$ cat config.mk
export PLATFORM = sky130hd
export DESIGN_NAME = control_unit
export DESIGN_NICKNAME = d
export VERILOG_FILES = /design/src/rtl/cpu_pkg.sv /design/src/rtl/reg_file.sv /design/src/rtl/control_unit.sv
export SDC_FILE = /design/constraint.sdc
export NUM_CORES = 1
export LEC_CHECK = 0
export BUFFER_PORTS_ARGS = -buffer_cell sky130_fd_sc_hd__buf_4
export CELL_PAD_IN_SITES_DETAIL_PLACEMENT = 1
export CELL_PAD_IN_SITES_GLOBAL_PLACEMENT = 1
export CORE_MARGIN = 2
export CORE_UTILIZATION = 52
export DETAILED_ROUTE_END_ITERATION = 16
export PLACE_DENSITY = 0.82
export SLEW_MARGIN = 30
export SYNTH_ARGS = -nofsm -noshare
export SYNTH_HDL_FRONTEND = slang
export SYNTH_SLANG_ARGS = --single-unit
$ cat constraint.sdc
create_clock -name clk -period 4.65 [get_ports clk]
set_input_delay 0.93 -clock clk [delete_from_list [all_inputs] [get_ports clk]]
set_output_delay 0.93 -clock clk [all_outputs]
set_load 0.1 [all_outputs]
$ cat src/rtl/cpu_pkg.sv
// rtl/cpu_pkg.sv - shared opcodes, instruction field layout and sequencer states
package cpu_pkg;

    localparam int DEF_DATA_W = 16;
    localparam int DEF_PC_W   = 8;

    // Opcode values are shared with the alu block, which decodes the same constants.
    localparam logic [2:0] OP_ADD  = 3'b000;
    localparam logic [2:0] OP_ADDI = 3'b001;
    localparam logic [2:0] OP_SUBI = 3'b010;
    localparam logic [2:0] OP_BZ   = 3'b011;
    localparam logic [2:0] OP_HALT = 3'b111;

    localparam int OP_MSB   = 15;
    localparam int OP_LSB   = 13;
    localparam int RD_MSB   = 12;
    localparam int RD_LSB   = 10;
    localparam int RS_MSB   = 9;
    localparam int RS_LSB   = 7;
    localparam int RT_MSB   = 6;
    localparam int RT_LSB   = 4;
    localparam int IMM7_W   = 7;
    localparam int IMM10_W  = 10;

    typedef enum logic [2:0] {
        S_IDLE,
        S_FETCH,
        S_DECODE,
        S_EXECUTE,
        S_WRITEBACK,
        S_HALT
    } state_e;

endpackage

$ cat src/rtl/reg_file.sv
// rtl/reg_file.sv - 8-entry register file, r0 hardwired to zero, one write port
module reg_file
    import cpu_pkg::*;
#(
    parameter int DATA_W = DEF_DATA_W
) (
    input  logic              clk,
    input  logic              rst_n,
    input  logic [2:0]        ra_addr,
    input  logic [2:0]        rb_addr,
    input  logic [2:0]        dbg_addr,
    input  logic              wr_en,
    input  logic [2:0]        wr_addr,
    input  logic [DATA_W-1:0] wr_data,
    output logic [DATA_W-1:0] ra_data,
    output logic [DATA_W-1:0] rb_data,
    output logic [DATA_W-1:0] dbg_data
);

    logic [DATA_W-1:0] regs_q [8];
    logic [DATA_W-1:0] regs_d [8];

    always_comb begin
        regs_d = regs_q;
        if (wr_en && (wr_addr != 3'd0)) begin
            regs_d[wr_addr] = wr_data;
        end
    end

    always_ff @(posedge clk or negedge rst_n) begin
        if (!rst_n) begin
            for (int i = 0; i < 8; i++) begin
                regs_q[i] <= '0;
            end
        end else begin
            regs_q <= regs_d;
        end
    end

    assign ra_data  = (ra_addr  == 3'd0) ? '0 : regs_q[ra_addr];
    assign rb_data  = (rb_addr  == 3'd0) ? '0 : regs_q[rb_addr];
    assign dbg_data = (dbg_addr == 3'd0) ? '0 : regs_q[dbg_addr];

endmodule

$ cat src/rtl/control_unit.sv
// rtl/control_unit.sv - multi-cycle fetch/decode/execute/writeback sequencer driving the ALU
module control_unit
    import cpu_pkg::*;
#(
    parameter int DATA_W = DEF_DATA_W,
    parameter int PC_W   = DEF_PC_W
) (
    input  logic              clk,
    input  logic              rst_n,
    input  logic              start,
    output logic              imem_req,
    output logic [PC_W-1:0]   imem_addr,
    input  logic              imem_ack,
    input  logic [DATA_W-1:0] imem_rdata,
    output logic [DATA_W-1:0] alu_a,
    output logic [DATA_W-1:0] alu_b,
    output logic [2:0]        alu_opcode,
    input  logic [DATA_W-1:0] alu_result,
    input  logic              alu_zero,
    output logic              halted,
    input  logic [2:0]        dbg_raddr,
    output logic [DATA_W-1:0] dbg_rdata
);

    state_e            state_q, state_d;
    logic [PC_W-1:0]   pc_q, pc_d;
    logic [DATA_W-1:0] ir_q, ir_d;
    logic [DATA_W-1:0] alu_a_q, alu_a_d;
    logic [DATA_W-1:0] alu_b_q, alu_b_d;
    logic [2:0]        alu_op_q, alu_op_d;
    logic [DATA_W-1:0] wb_q, wb_d;
    logic              zero_q, zero_d;
    logic              rf_we;

    logic [2:0]        op, rd, rs, rt;
    logic [DATA_W-1:0] rs_data, rt_data, imm7_sext;
    logic [PC_W-1:0]   br_off;
    logic              is_alu_op;

    assign op        = ir_q[OP_MSB:OP_LSB];
    assign rd        = ir_q[RD_MSB:RD_LSB];
    assign rs        = ir_q[RS_MSB:RS_LSB];
    assign rt        = ir_q[RT_MSB:RT_LSB];
    assign imm7_sext = {{(DATA_W-IMM7_W){ir_q[IMM7_W-1]}}, ir_q[IMM7_W-1:0]};
    assign br_off    = PC_W'($signed(ir_q[IMM10_W-1:0]));
    assign is_alu_op = (op == OP_ADD) || (op == OP_ADDI) || (op == OP_SUBI);

    reg_file #(.DATA_W(DATA_W)) u_reg_file (
        .clk      (clk),
        .rst_n    (rst_n),
        .ra_addr  (rs),
        .rb_addr  (rt),
        .dbg_addr (dbg_raddr),
        .wr_en    (rf_we),
        .wr_addr  (rd),
        .wr_data  (wb_q),
        .ra_data  (rs_data),
        .rb_data  (rt_data),
        .dbg_data (dbg_rdata)
    );

    always_comb begin
        state_d  = state_q;
        pc_d     = pc_q;
        ir_d     = ir_q;
        alu_a_d  = alu_a_q;
        alu_b_d  = alu_b_q;
        alu_op_d = alu_op_q;
        wb_d     = wb_q;
        zero_d   = zero_q;
        rf_we    = 1'b0;
        case (state_q)
            S_IDLE: begin
                if (start) state_d = S_FETCH;
            end
            S_FETCH: begin
                if (imem_ack) begin
                    ir_d    = imem_rdata;
                    pc_d    = pc_q + PC_W'(1);
                    state_d = S_DECODE;
                end
            end
            S_DECODE: begin
                // ALU operands are only refreshed for ALU ops so the ALU inputs stay quiet otherwise.
                if (is_alu_op) begin
                    alu_a_d  = rs_data;
                    alu_b_d  = (op == OP_ADD) ? rt_data : imm7_sext;
                    alu_op_d = op;
                    state_d  = S_EXECUTE;
                end else if (op == OP_BZ) begin
                    state_d = S_EXECUTE;
                end else if (op == OP_HALT) begin
                    state_d = S_HALT;
                end else begin
                    state_d = S_FETCH;
                end
            end
            S_EXECUTE: begin
                if (is_alu_op) begin
                    wb_d    = alu_result;
                    zero_d  = alu_zero;
                    state_d = S_WRITEBACK;
                end else begin
                    if (zero_q) pc_d = pc_q + br_off;
                    state_d = S_FETCH;
                end
            end
            S_WRITEBACK: begin
                rf_we   = 1'b1;
                state_d = S_FETCH;
            end
            S_HALT: begin
                state_d = S_HALT;
            end
            default: begin
                state_d = S_IDLE;
            end
        endcase
    end

    always_ff @(posedge clk or negedge rst_n) begin
        if (!rst_n) begin
            state_q  <= S_IDLE;
            pc_q     <= '0;
            ir_q     <= '0;
            alu_a_q  <= '0;
            alu_b_q  <= '0;
            alu_op_q <= '0;
            wb_q     <= '0;
            zero_q   <= 1'b0;
        end else begin
            state_q  <= state_d;
            pc_q     <= pc_d;
            ir_q     <= ir_d;
            alu_a_q  <= alu_a_d;
            alu_b_q  <= alu_b_d;
            alu_op_q <= alu_op_d;
            wb_q     <= wb_d;
            zero_q   <= zero_d;
        end
    end

    assign imem_req   = (state_q == S_FETCH);
    assign imem_addr  = pc_q;
    assign halted     = (state_q == S_HALT);
    assign alu_a      = alu_a_q;
    assign alu_b      = alu_b_q;
    assign alu_opcode = alu_op_q;

endmodule

Word-level counts from Yosys, hierarchy flattened
Cells that the tools add are included.

Add/subtract/negate cells: 2. Magnitude comparators: 5. Eq/ne operators: 13. Multiplexer cells: 28. Bitwise gates (word level): 4. Reductions and logical operators: 16.

Operators by type and width (count): $mux W16 (11); $bmux W16 S3 (3); $bwmux W128 (1); $demux W16 S3 (1); $mux W8 (3); $mux W3 (6); $pmux W3 S6 (1); $ge A4 B4 Y1 const B (4); $not A3 Y4 (4); $pmux W8 S2 (1); $logic_not A3 Y1 (5); $eq A3 B2 Y1 const B (4); $eq A3 B3 Y1 const B (3); $add A8 B1 Y8 const B (1); $add A8 B8 Y8 (1); $reduce_and A2 Y1 (4); $eq A3 B1 Y1 const B (2); $ne A2 B2 Y1 const B (3); $lt A4 B1 Y1 const B (1); $reduce_and A4 Y1 (1); $reduce_bool A3 Y1 (1); $logic_and A1 B1 Y1 (2); $logic_or A1 B1 Y1 (2); $ne A2 B1 Y1 const B (1); other kinds (2) (2).

Register bits after elaboration: 207. Output and inout port bits: 61. Logic and storage cells: 84.

Depth between registers and ports, before layout
Gate-level depths: netlist of run 1.

Depth in word-level cells: 6. Gate-level depth with buffers: 11. Mapped depth without buffers: 9.

Modules after synthesis
Synthesis of run 1 repeated with hierarchy kept, for this count alone.

Cell total of the unflattened synthesis: 851. Area, all modules: 10794.1 um^2.

Modules (own cells, without submodules): reg_file (times used 1, cells an instance 564, area each 7204.4 um^2, seq. area each 2802.7 um^2); control_unit (times used 1, cells an instance 287, area each 3589.7 um^2, seq. area each 1976.9 um^2).

Least setup slack after synthesis of run 1
OpenSTA, ideal clock, no wires.

Path type: input to output. From: input dbg_raddr[1]. To: output dbg_rdata[10]. Data arrival time: 3996 ps. Setup slack: -276 ps. Stages on the path: 5. Path buffers: 2. Path through: clkbuf_1 nor2b_1 clkbuf_1 a22oi_1 o21ai_0.

Longest elaborated chain between the ends: 5. Elaborated cells between the ends (all ways): 6.

RTL lines: start, declared (line control_unit.sv:21) `input logic [2:0] dbg_raddr,`; $not A3 Y4 (implied by the code) (line reg_file.sv:42) `assign dbg_data = (dbg_addr == 3'd0) ? '0 : regs_q[dbg_addr];`; $bmux W16 S3 (line reg_file.sv:42); $mux W16 (implied by the code) (2 in a row) (line reg_file.sv:42); $mux W16 * (line reg_file.sv:42); end, declared (line control_unit.sv:22) `output logic [DATA_W-1:0] dbg_rdata`.

Every way passes the cells marked *; elsewhere a longest branch is shown, timed or not. The select of a mux whose other input is x is not followed.

Final worst setup path of run 1
From: input dbg_raddr[1]. To: output dbg_rdata[15].

The elaborated chain is that of the path after synthesis.

==> results.json, run 1 <==
{
  "status": "finished, final reports clean",
  "gp_congestion": 0.829,
  "synth_area_per_cell_um2": 12.5,
  "drv_cap": 0,
  "ios": 101,
  "fmax_ghz": 0.277,
  "place_hpwl_mm": 18.5,
  "ant_nets": 0,
  "grt_pass1_vias": 8282,
  "yosysSeqAreaShare_pct": 46.0,
  "crit_type": "in -> out",
  "worst_setup_path_end_kind": "output port",
  "synth_warnings": 0,
  "die_area_mm2": 0.0211,
  "regArea_mm2": 0.00478,
  "dpl_cell_area_mm2": 0.0113,
  "overflow": 0,
  "grt_pass1_wl_mm": 48.2,
  "period_share_pct": 77.7,
  "coreArea_mm2": 0.0195,
  "netlist_instances": 828,
  "pre_cts_slack_ns": 1.04,
  "die_h_um": 145,
  "synth_ff_type": "dfrtp_1",
  "grt_antenna_before_repair": 1,
  "cts-root-buf": "clkbuf_16",
  "setup_violations": 0,
  "worst_pin_slew_ns": 0.945,
  "final_area_mm2": 0.0119,
  "finalHoldViolCount": 0,
  "io_buffers": 100,
  "critPathLaunchType": "input port",
  "nNetsFinal": 940,
  "leakagePower_nw": 5.50,
  "synthArstFlopShare_pct": 100,
  "via_per_inst": 6.41,
  "power_density_mw_per_mm2": 807,
  "post_cts_resize_count": 0,
  "path_clk_slew_ns": 0.07,
  "cts.path.max_buffers": 2,
  "total_power_w": 0.00962,
  "tns_ns": 0,
  "drtIter0Drc": 532,
  "maxSlewViolCount": 0,
  "multi_input_area_mm2": 0.00530,
  "core.rowCount": 51,
  "dieWidth_um": 145,
  "clkLatencyLatePin_ns": 0.44,
  "cts_hold_buf": 0,
  "required_ns": 3.72,
  "vias": 7508,
  "fin_skew_ns": 0.00952,
  "grt_max_degree": 116,
  "start_util_pct": 53.2,
  "rsz0062_at_grt": "false",
  "htree_levels": 4,
  "post_cts_buffers": 0,
  "path_max_fanout": 34,
  "gr-usage-all-layers_pct": 29.7,
  "synth-edff-count": 0,
  "synth_seq_cells": 191,
  "fill_cells": 1963,
  "drive_above_1_share_pct": 43.8,
  "firstDrtPassIters": 5,
  "arrival_ns": 2.68,
  "layout_commonest_cell": "dfrtp_1",
  "drc_errors": 0,
  "final_cell_mix": "dfrtp_1, mux2_2, buf_4",
  "wl_mm": 30.7,
  "period_minus_slack_ns": 3.61,
  "slew_headroom_pct": 36.8,
  "yosysUniqueCellTypes": 52,
  "cts.sinks": 191,
  "netlist_area_mm2": 0.0104,
  "wl_per_cell_um": 26.2,
  "layout_setup_ws_ns": 1.04,
  "cts_tree": "yes",
  "syn2layout_area_growth_pct": 14.8,
  "ir_drop_uv": 343,
  "hp-class": "in -> async",
  "rr_worst_depth": 9,
  "cts_buffers": 17,
  "synth_fp_nets": 876
}
## synth_stat cells (2+ instances only)
| cell type | count | area [µm²] |
|---|---|---|
| a211oi_1 | 2 | 15.0 |
| nand2b_1 | 5 | 31.3 |
| and2_1 | 8 | 50.1 |
| mux2_2 | 171 | 1930 |
| xnor2_1 | 3 | 26.3 |
| a221oi_1 | 14 | 123 |
| ha_1 | 7 | 87.6 |
| o21bai_1 | 2 | 15.0 |
| inv_1 | 2 | 7.51 |
| dfrtp_1 | 191 | 4780 |
| nand2_1 | 57 | 214 |
| buf_6 | 8 | 90.1 |
| mux2i_1 | 3 | 30.0 |
| a21oi_1 | 39 | 195 |
| nand3_1 | 2 | 10.0 |
| nand3_2 | 2 | 20.0 |
| mux2_4 | 20 | 300 |
| o31a_1 | 2 | 17.5 |
| xor2_1 | 3 | 26.3 |
| mux4_2 | 47 | 1060 |
| nor2_1 | 29 | 109 |
| o21ai_0 | 56 | 280 |
| a31oi_1 | 4 | 25.0 |
| buf_1 | 4 | 15.0 |
| clkbuf_1 | 36 | 135 |
| nor3_1 | 14 | 70.1 |
| buf_2 | 19 | 95.1 |
| a21o_1 | 5 | 37.5 |
| nor2b_1 | 19 | 119 |
| a22oi_1 | 32 | 240 |
## worst max-delay path, cell delays in order
cell,delay [ns]
buf_4,0.45
nor2b_1,0.25
buf_4,0.25
a22oi_1,0.12
o21ai_0,0.30
buf_4,0.35
## sequential cells by signal (all words and copies together) (netlist names)
signal / flops
alu_opcode: 3
alu_b: 16
state_q: 3
zero_q: 1
imem_addr: 8
u_reg_file.regs_q: 112
ir_q: 16
wb_q: 16
alu_a: 16
## cell families after synthesis
logic type,synth area share [%]
muxes,31.9
DFF,46.0
AOI/OAI and AO/OA,9.54
and+or+nand+nor,7.67
buffers and inverters,3.30
adders and majority gates,1.04
xor gates and xnor gates,0.506
## worst paths after layout
kind / startpoint / to / slack [ns]
max reg2reg: state_q[1] / imem_addr[6] / 1.69
max in group asynchronous: rst_n / u_reg_file.regs_q[65] / 3.56
min reg2reg: alu_b[4] / alu_b[4] / 0.48
min in group clk: alu_b[4] / alu_b[4] / 0.48
max: dbg_raddr[1] / dbg_rdata[15] / 1.04
min: rst_n / alu_opcode[1] / 0.35
## layer usage
layer | GRT usage, % | share of wire, % | up-vias
li1 | - | - | 3198
met1 | 38.1 | 41 | 3947
met2 | 49.8 | 50 | 280
met3 | 6.26 | 6.3 | 83
met4 | 11.8 | 3.1 | 0
met5 | 0 | 0 | -
## layout make-up
cell class | count | area share, %
diodes | 1 | 0.0210
clock buffers | 23 | 4.09
clock inverters | 9 | 1.10
inverters | 2 | 0.0630
multi-input cells | 568 | 44.4
flip-flops and latches | 191 | 40.1
well taps | 265 | 2.78
repair buffers | 112 | 7.39
## power by group
part	switching [W]	internal [W]	leakage (nW)
combinational	0.00324	0.00172	2.69
clock	0.000644	0.000903	0.295
sequential	0.000803	0.00231	2.51
## metrics by stage
stage	std cells	hold slack [ns]	util (%)
after floorplan	828	0.479	-
after detailed placement	1137	0.474	57.7
after global placement	1137	0.466	57.6
after global routing	1170	0.345	61.0
after CTS	1169	0.489	60.9
final	1171	0.347	61.1
(Power assumes the default switching activity.)
==> run 2, diff against run 1 <==
--- a/config.mk
+++ b/config.mk
@@ -9,9 +9,9 @@
 export CELL_PAD_IN_SITES_DETAIL_PLACEMENT = 1
 export CELL_PAD_IN_SITES_GLOBAL_PLACEMENT = 1
 export CORE_MARGIN = 2
-export CORE_UTILIZATION = 52
+export CORE_UTILIZATION = 44
 export DETAILED_ROUTE_END_ITERATION = 16
-export PLACE_DENSITY = 0.82
+export PLACE_DENSITY = 0.73
 export SLEW_MARGIN = 30
 export SYNTH_ARGS = -nofsm -noshare
 export SYNTH_HDL_FRONTEND = slang
==> constraint.sdc (replaced) <==
create_clock -name clk -period 3.3 [get_ports clk]
set_input_delay 0.66 -clock clk [delete_from_list [all_inputs] [get_ports clk]]
set_output_delay 0.66 -clock clk [all_outputs]
set_load 0.1 [all_outputs]
==> results.json, run 2 (same netlist as run 1, synthesis figures left out) <==
{
  "start_util_pct": 44.5,
  "clkLatencyLatePin_ns": 0.43,
  "syn2layout_area_growth_pct": 16.9,
  "layout_setup_ws_ns": 0.453,
  "hp-class": "in -> async",
  "cts_buffers": 17,
  "final_cell_mix": "dfrtp_1, mux2_2, buf_4",
  "crit_type": "in -> out",
  "drtIter0Drc": 488,
  "final_util_pct": 52.0,
  "path_clk_slew_ns": 0.07,
  "overflow": 0,
  "required_ns": 2.64,
  "top_register": "u_reg_file.regs_q",
  "via_per_inst": 5.89,
  "period_share_pct": 86.3,
  "drv_cap": 0,
  "cts-root-buf": "clkbuf_16",
  "drc_errors": 0,
  "period_minus_slack_ns": 2.85,
  "num_antenna_cells": 0,
  "wl_mm": 29.4,
  "firstDrtPassIters": 4,
  "gr-usage-all-layers_pct": 24.7,
  "met2_length_mm": 14.3,
  "gp_congestion": 0.804,
  "highest_layer": "met4",
  "worst_setup_path_end_kind": "output port",
  "dieWidth_um": 158,
  "tns_ns": 0,
  "drive_above_1_share_pct": 46.2,
  "critPathLaunchType": "input port",
  "cts_tree": "yes",
  "pre_cts_slack_ns": 0.434,
  "rsz0062_at_grt": "false",
  "largest_reg_flops": 112,
  "coreArea_mm2": 0.0233,
  "cpMostUsedCell": "buf_4",
  "slew_headroom_pct": 42.5,
  "ant_nets": 0,
  "nNetsFinal": 957,
  "layout_commonest_cell": "dfrtp_1",
  "cp_cell_sequence": "buf_4 -> mux4_2 -> nand2_1 -> o21ai_2 -> buf_4",
  "arrival_ns": 2.19,
  "ios": 101,
  "status": "finished, final reports clean",
  "crit_path_max_incr_delay_ns": 0.59,
  "post_cts_buffers": 0,
  "grt_antenna_before_repair": 1,
  "fmax_ghz": 0.351,
  "cp_slowest_cell": "mux4_2",
  "maxSlewViolCount": 0,
  "wl_met3_mm": 1.57,
  "fin_skew_ns": 0.0142,
  "leakagePower_nw": 5.59,
  "die_h_um": 158,
  "ir_drop_uv": 546,
  "die_area_mm2": 0.0248,
  "cts.sinks": 191,
  "power_density_mw_per_mm2": 1100,
  "place_hpwl_mm": 19.3,
  "worst_pin_slew_ns": 0.863,
  "grt_max_degree": 91,
  "path_max_fanout": 34,
  "setup_violations": 0,
  "post_cts_resize_count": 0,
  "cts_hold_buf": 0,
  "finalHoldViolCount": 0,
  "htree_levels": 4,
  "met1Wirelength_mm": 13.0,
  "vias": 7309,
  "core.rowCount": 56,
  "cts.path.max_buffers": 2,
  "grt_pass1_vias": 7772,
  "wl_per_cell_um": 23.7,
  "grt_pass1_wl_mm": 46.0,
  "io_buffers": 100
}
## run 2: power breakdown
| part | internal (W) | total [W] | switching, W | leakage, nW |
|---|---|---|---|---|
| clock network | 0.00115 | 0.00208 | 0.000930 | 0.275 |
| registers | 0.00326 | 0.00443 | 0.00116 | 2.51 |
| logic | 0.00250 | 0.00690 | 0.00440 | 2.80 |
## run 2: layout make-up
| type | instances | area [µm²] |
|---|---|---|
| multi-input cells | 568 | 5340 |
| fillers | 2445 | 11200 |
| flip-flops and latches | 191 | 4780 |
| repair buffers | 129 | 1020 |
| clock buffers | 21 | 450 |
| inverters | 2 | 7.51 |
| clock inverters | 11 | 131 |
| well taps | 319 | 399 |
## run 2: worst paths after layout
kind                               start               endpoint  slack (ns)  cells past startpoint
hold reg to reg             imem_addr[7]           imem_addr[7]        0.47                      1
setup / recovery            dbg_raddr[0]           dbg_rdata[2]        0.45                      5
hold / removal                     rst_n               alu_b[1]        0.30                      1
setup reg to reg              state_q[0]           imem_addr[6]        0.52                      9
min in group clk           alu_result[0]                wb_q[0]        0.45                      2
max in group asynchronous          rst_n  u_reg_file.regs_q[85]        2.25                      2
## run 2: stage by stage
step                hold slack, ns  std cells  power, W  cell area [µm²]
floorplan                    0.364        828   0.00949            10400
global placement             0.464       1209    0.0111            11500
detailed placement           0.469       1209    0.0113            11500
CTS                          0.332       1241    0.0134            12100
global route                 0.354       1241    0.0141            12100
finish                       0.296       1241    0.0134            12100
## run 2: worst max-delay path: cells and delay by family
kind	cells	cell delay (ns)
buf+inv	2	0.72
mux	1	0.59
simple gates	1	0.11
compound gates	1	0.07
## run 2: per-layer routing
metal,vias up,global-route usage (%)
met5,-,0
met4,0,6.62
met3,40,5.72
met2,214,39.8
met1,3808,33.8
li1,3247,-
==> run 3, diff against run 2 <==
--- a/config.mk
+++ b/config.mk
@@ -5,13 +5,14 @@
 export SDC_FILE = /design/constraint.sdc
 export NUM_CORES = 1
 export LEC_CHECK = 0
+export ABC_AREA = 1
 export BUFFER_PORTS_ARGS = -buffer_cell sky130_fd_sc_hd__buf_4
 export CELL_PAD_IN_SITES_DETAIL_PLACEMENT = 1
 export CELL_PAD_IN_SITES_GLOBAL_PLACEMENT = 1
 export CORE_MARGIN = 2
-export CORE_UTILIZATION = 44
+export CORE_UTILIZATION = 40
 export DETAILED_ROUTE_END_ITERATION = 16
-export PLACE_DENSITY = 0.73
+export PLACE_DENSITY_LB_ADDON = 0.1
 export SLEW_MARGIN = 30
 export SYNTH_ARGS = -nofsm -noshare
 export SYNTH_HDL_FRONTEND = slang
==> results.json, run 3 <==
{
  "maxSlewViolCount": 0,
  "slew_headroom_pct": 38.4,
  "ir_drop_uv": 460,
  "syn2layout_area_growth_pct": 17.3,
  "power_density_mw_per_mm2": 1120,
  "dieWidth_um": 172,
  "die_h_um": 172,
  "start_util_pct": 40.6,
  "firstDrtPassIters": 5,
  "cts-root-buf": "clkbuf_16",
  "path_clk_slew_ns": 0.06,
  "cts_hold_buf": 0,
  "reg2reg_from": "state_q[2]",
  "fin_hold_ws_ns": 0.114,
  "rsz0062_at_grt": "false",
  "final_cell_mix": "nand2_1, dfrtp_1, o21ai_0",
  "yosysTopAreaCellShare_pct": 45.9,
  "period_share_pct": 85.9,
  "layout_commonest_cell": "nand2_1",
  "drv_cap": 0,
  "period_minus_slack_ns": 2.83,
  "ios": 101,
  "status": "finished, final reports clean",
  "synth_fp_nets": 1585,
  "leakagePower_nw": 6.35,
  "cts.sinks": 207,
  "coreArea_mm2": 0.0278,
  "synth_common_cells": "nand2_1, dfrtp_1, o21ai_0",
  "critPathLaunchType": "input port",
  "arrival_ns": 2.17,
  "place_hpwl_mm": 28.9,
  "clkLatencyLatePin_ns": 0.53,
  "wl_mm": 43.1,
  "cts_buffers": 25,
  "final_area_mm2": 0.0132,
  "synth_area_leader_cell": "dfrtp_1",
  "synth_ff_type": "dfrtp_1",
  "htree_levels": 1,
  "dpl_cell_area_mm2": 0.0124,
  "synth_area_leaders": "dfrtp_1, nand2_1, o21ai_0",
  "final_util_pct": 47.6,
  "yosysUniqueCellTypes": 34,
  "synth_seq_cells": 207,
  "via_per_inst": 5.56,
  "hp-class": "in -> async",
  "drive_above_1_share_pct": 14.3,
  "synth_area_per_cell_um2": 7.34,
  "top_register": "u_reg_file.regs_q",
  "synth_warnings": 0,
  "startpoint": "dbg_raddr[0]",
  "netlist_instances": 1537,
  "tns_ns": 0,
  "required_ns": 2.64,
  "yosysSeqAreaShare_pct": 45.9,
  "post_cts_buffers": 0,
  "grt_pass1_wl_mm": 65.9,
  "grt_pass1_vias": 10870,
  "post_cts_resize_count": 0,
  "synth.most_common_cell": "nand2_1",
  "netlist_area_mm2": 0.0113,
  "fmax_ghz": 0.353,
  "die_area_mm2": 0.0296,
  "gp_congestion": 0.855,
  "largest_reg_flops": 128,
  "dpl.cell_count": 1945,
  "path_max_fanout": 98,
  "setup_violations": 0,
  "synth-edff-count": 0,
  "cpMostUsedCell": "buf_4",
  "core.rowCount": 61,
  "finalHoldViolCount": 0,
  "worst_pin_slew_ns": 0.924,
  "wl_per_cell_um": 21.7,
  "crit_path_max_incr_delay_ns": 0.33,
  "vias": 11050,
  "drc_errors": 0,
  "drtIter0Drc": 981,
  "ant_nets": 0,
  "cts_tree": "yes",
  "stdcell_count": 1988,
  "cp_slowest_cell": "buf_12",
  "io_buffers": 100,
  "nNetsFinal": 1642,
  "gr-usage-all-layers_pct": 29.8,
  "cts.path.max_buffers": 3,
  "grt_antenna_before_repair": 0,
  "crit_type": "in -> out",
  "grt_max_degree": 99,
  "worst_setup_path_end_kind": "output port",
  "num_antenna_cells": 0,
  "fin_skew_ns": 0.00954,
  "cp_cell_sequence": "buf_4 -> buf_12 -> nor2_1 -> nand2_1 -> buf_4 -> nand2_1 -> nor2_2 -> buf_4",
  "overflow": 0,
  "synthArstFlopShare_pct": 100
}
## run 3: area by class of cell
type / count / area [µm²]
sequential: 207 / 5180
clock buffer: 35 / 713
fill: 3505 / 14500
inverter: 150 / 563
tap: 378 / 473
timing repair buffer: 135 / 1100
clock inverter: 8 / 120
multi-input combinational: 1075 / 5090
## run 3: metrics by stage
step / setup WS (ns) / power [W]
after floorplan: 0.111 / 0.00942
after global placement: 0.469 / 0.0117
after detailed placement: 0.441 / 0.0118
after CTS: 0.442 / 0.0147
after global routing: 0.390 / 0.0156
final: 0.467 / 0.0148
## run 3: metal layers
| layer | track usage [%] | wire length (µm) | up-vias | part of all wire, % |
|---|---|---|---|---|
| li1 | - | - | 5105 | - |
| met1 | 43.8 | 20100 | 5491 | 47 |
| met2 | 45.3 | 18700 | 383 | 44 |
| met3 | 4.81 | 3000 | 71 | 7.0 |
| met4 | 8.70 | 1220 | 0 | 2.8 |
| met5 | 0 | 0 | - | 0 |
## run 3: path summary, 6_finish.rpt
kind | depth (start not counted) | slack [ns] | end
worst max-delay path | 8 | 0.47 | dbg_rdata[12]
worst min-delay path | 1 | 0.11 | alu_a[9]
worst max register to register | 11 | 0.60 | imem_addr[4]
worst min register to register | 0 | 0.37 | u_reg_file.regs_q[112]
max in group asynchronous | 2 | 2.32 | u_reg_file.regs_q[60]
min in group clk | 2 | 0.37 | ir_q[10]
## run 3: logic make-up after synthesis
| group | count (synthesis) | synth area share (%) |
|---|---|---|
| mux | 5 | 0.499 |
| flops | 207 | 45.9 |
| fa+ha+maj | 8 | 0.954 |
| buf+inv | 255 | 9.57 |
| simple gates | 645 | 23.2 |
| compound gates | 414 | 19.6 |
| xor+xnor | 3 | 0.233 |
## run 3: where the power goes
group	leakage, nW	total, W	switching [W]	internal, W
Clock	0.404	0.00287	0.00114	0.00173
Combinational	3.26	0.00740	0.00557	0.00183
Sequential	2.69	0.00449	0.000990	0.00350
Total	6.35	0.0148	0.00770	0.00706
## run 3: critical path, delay by kind of cell
family        cells  cell delay [ns]
buf+inv           4             1.03
simple gates      4             0.47
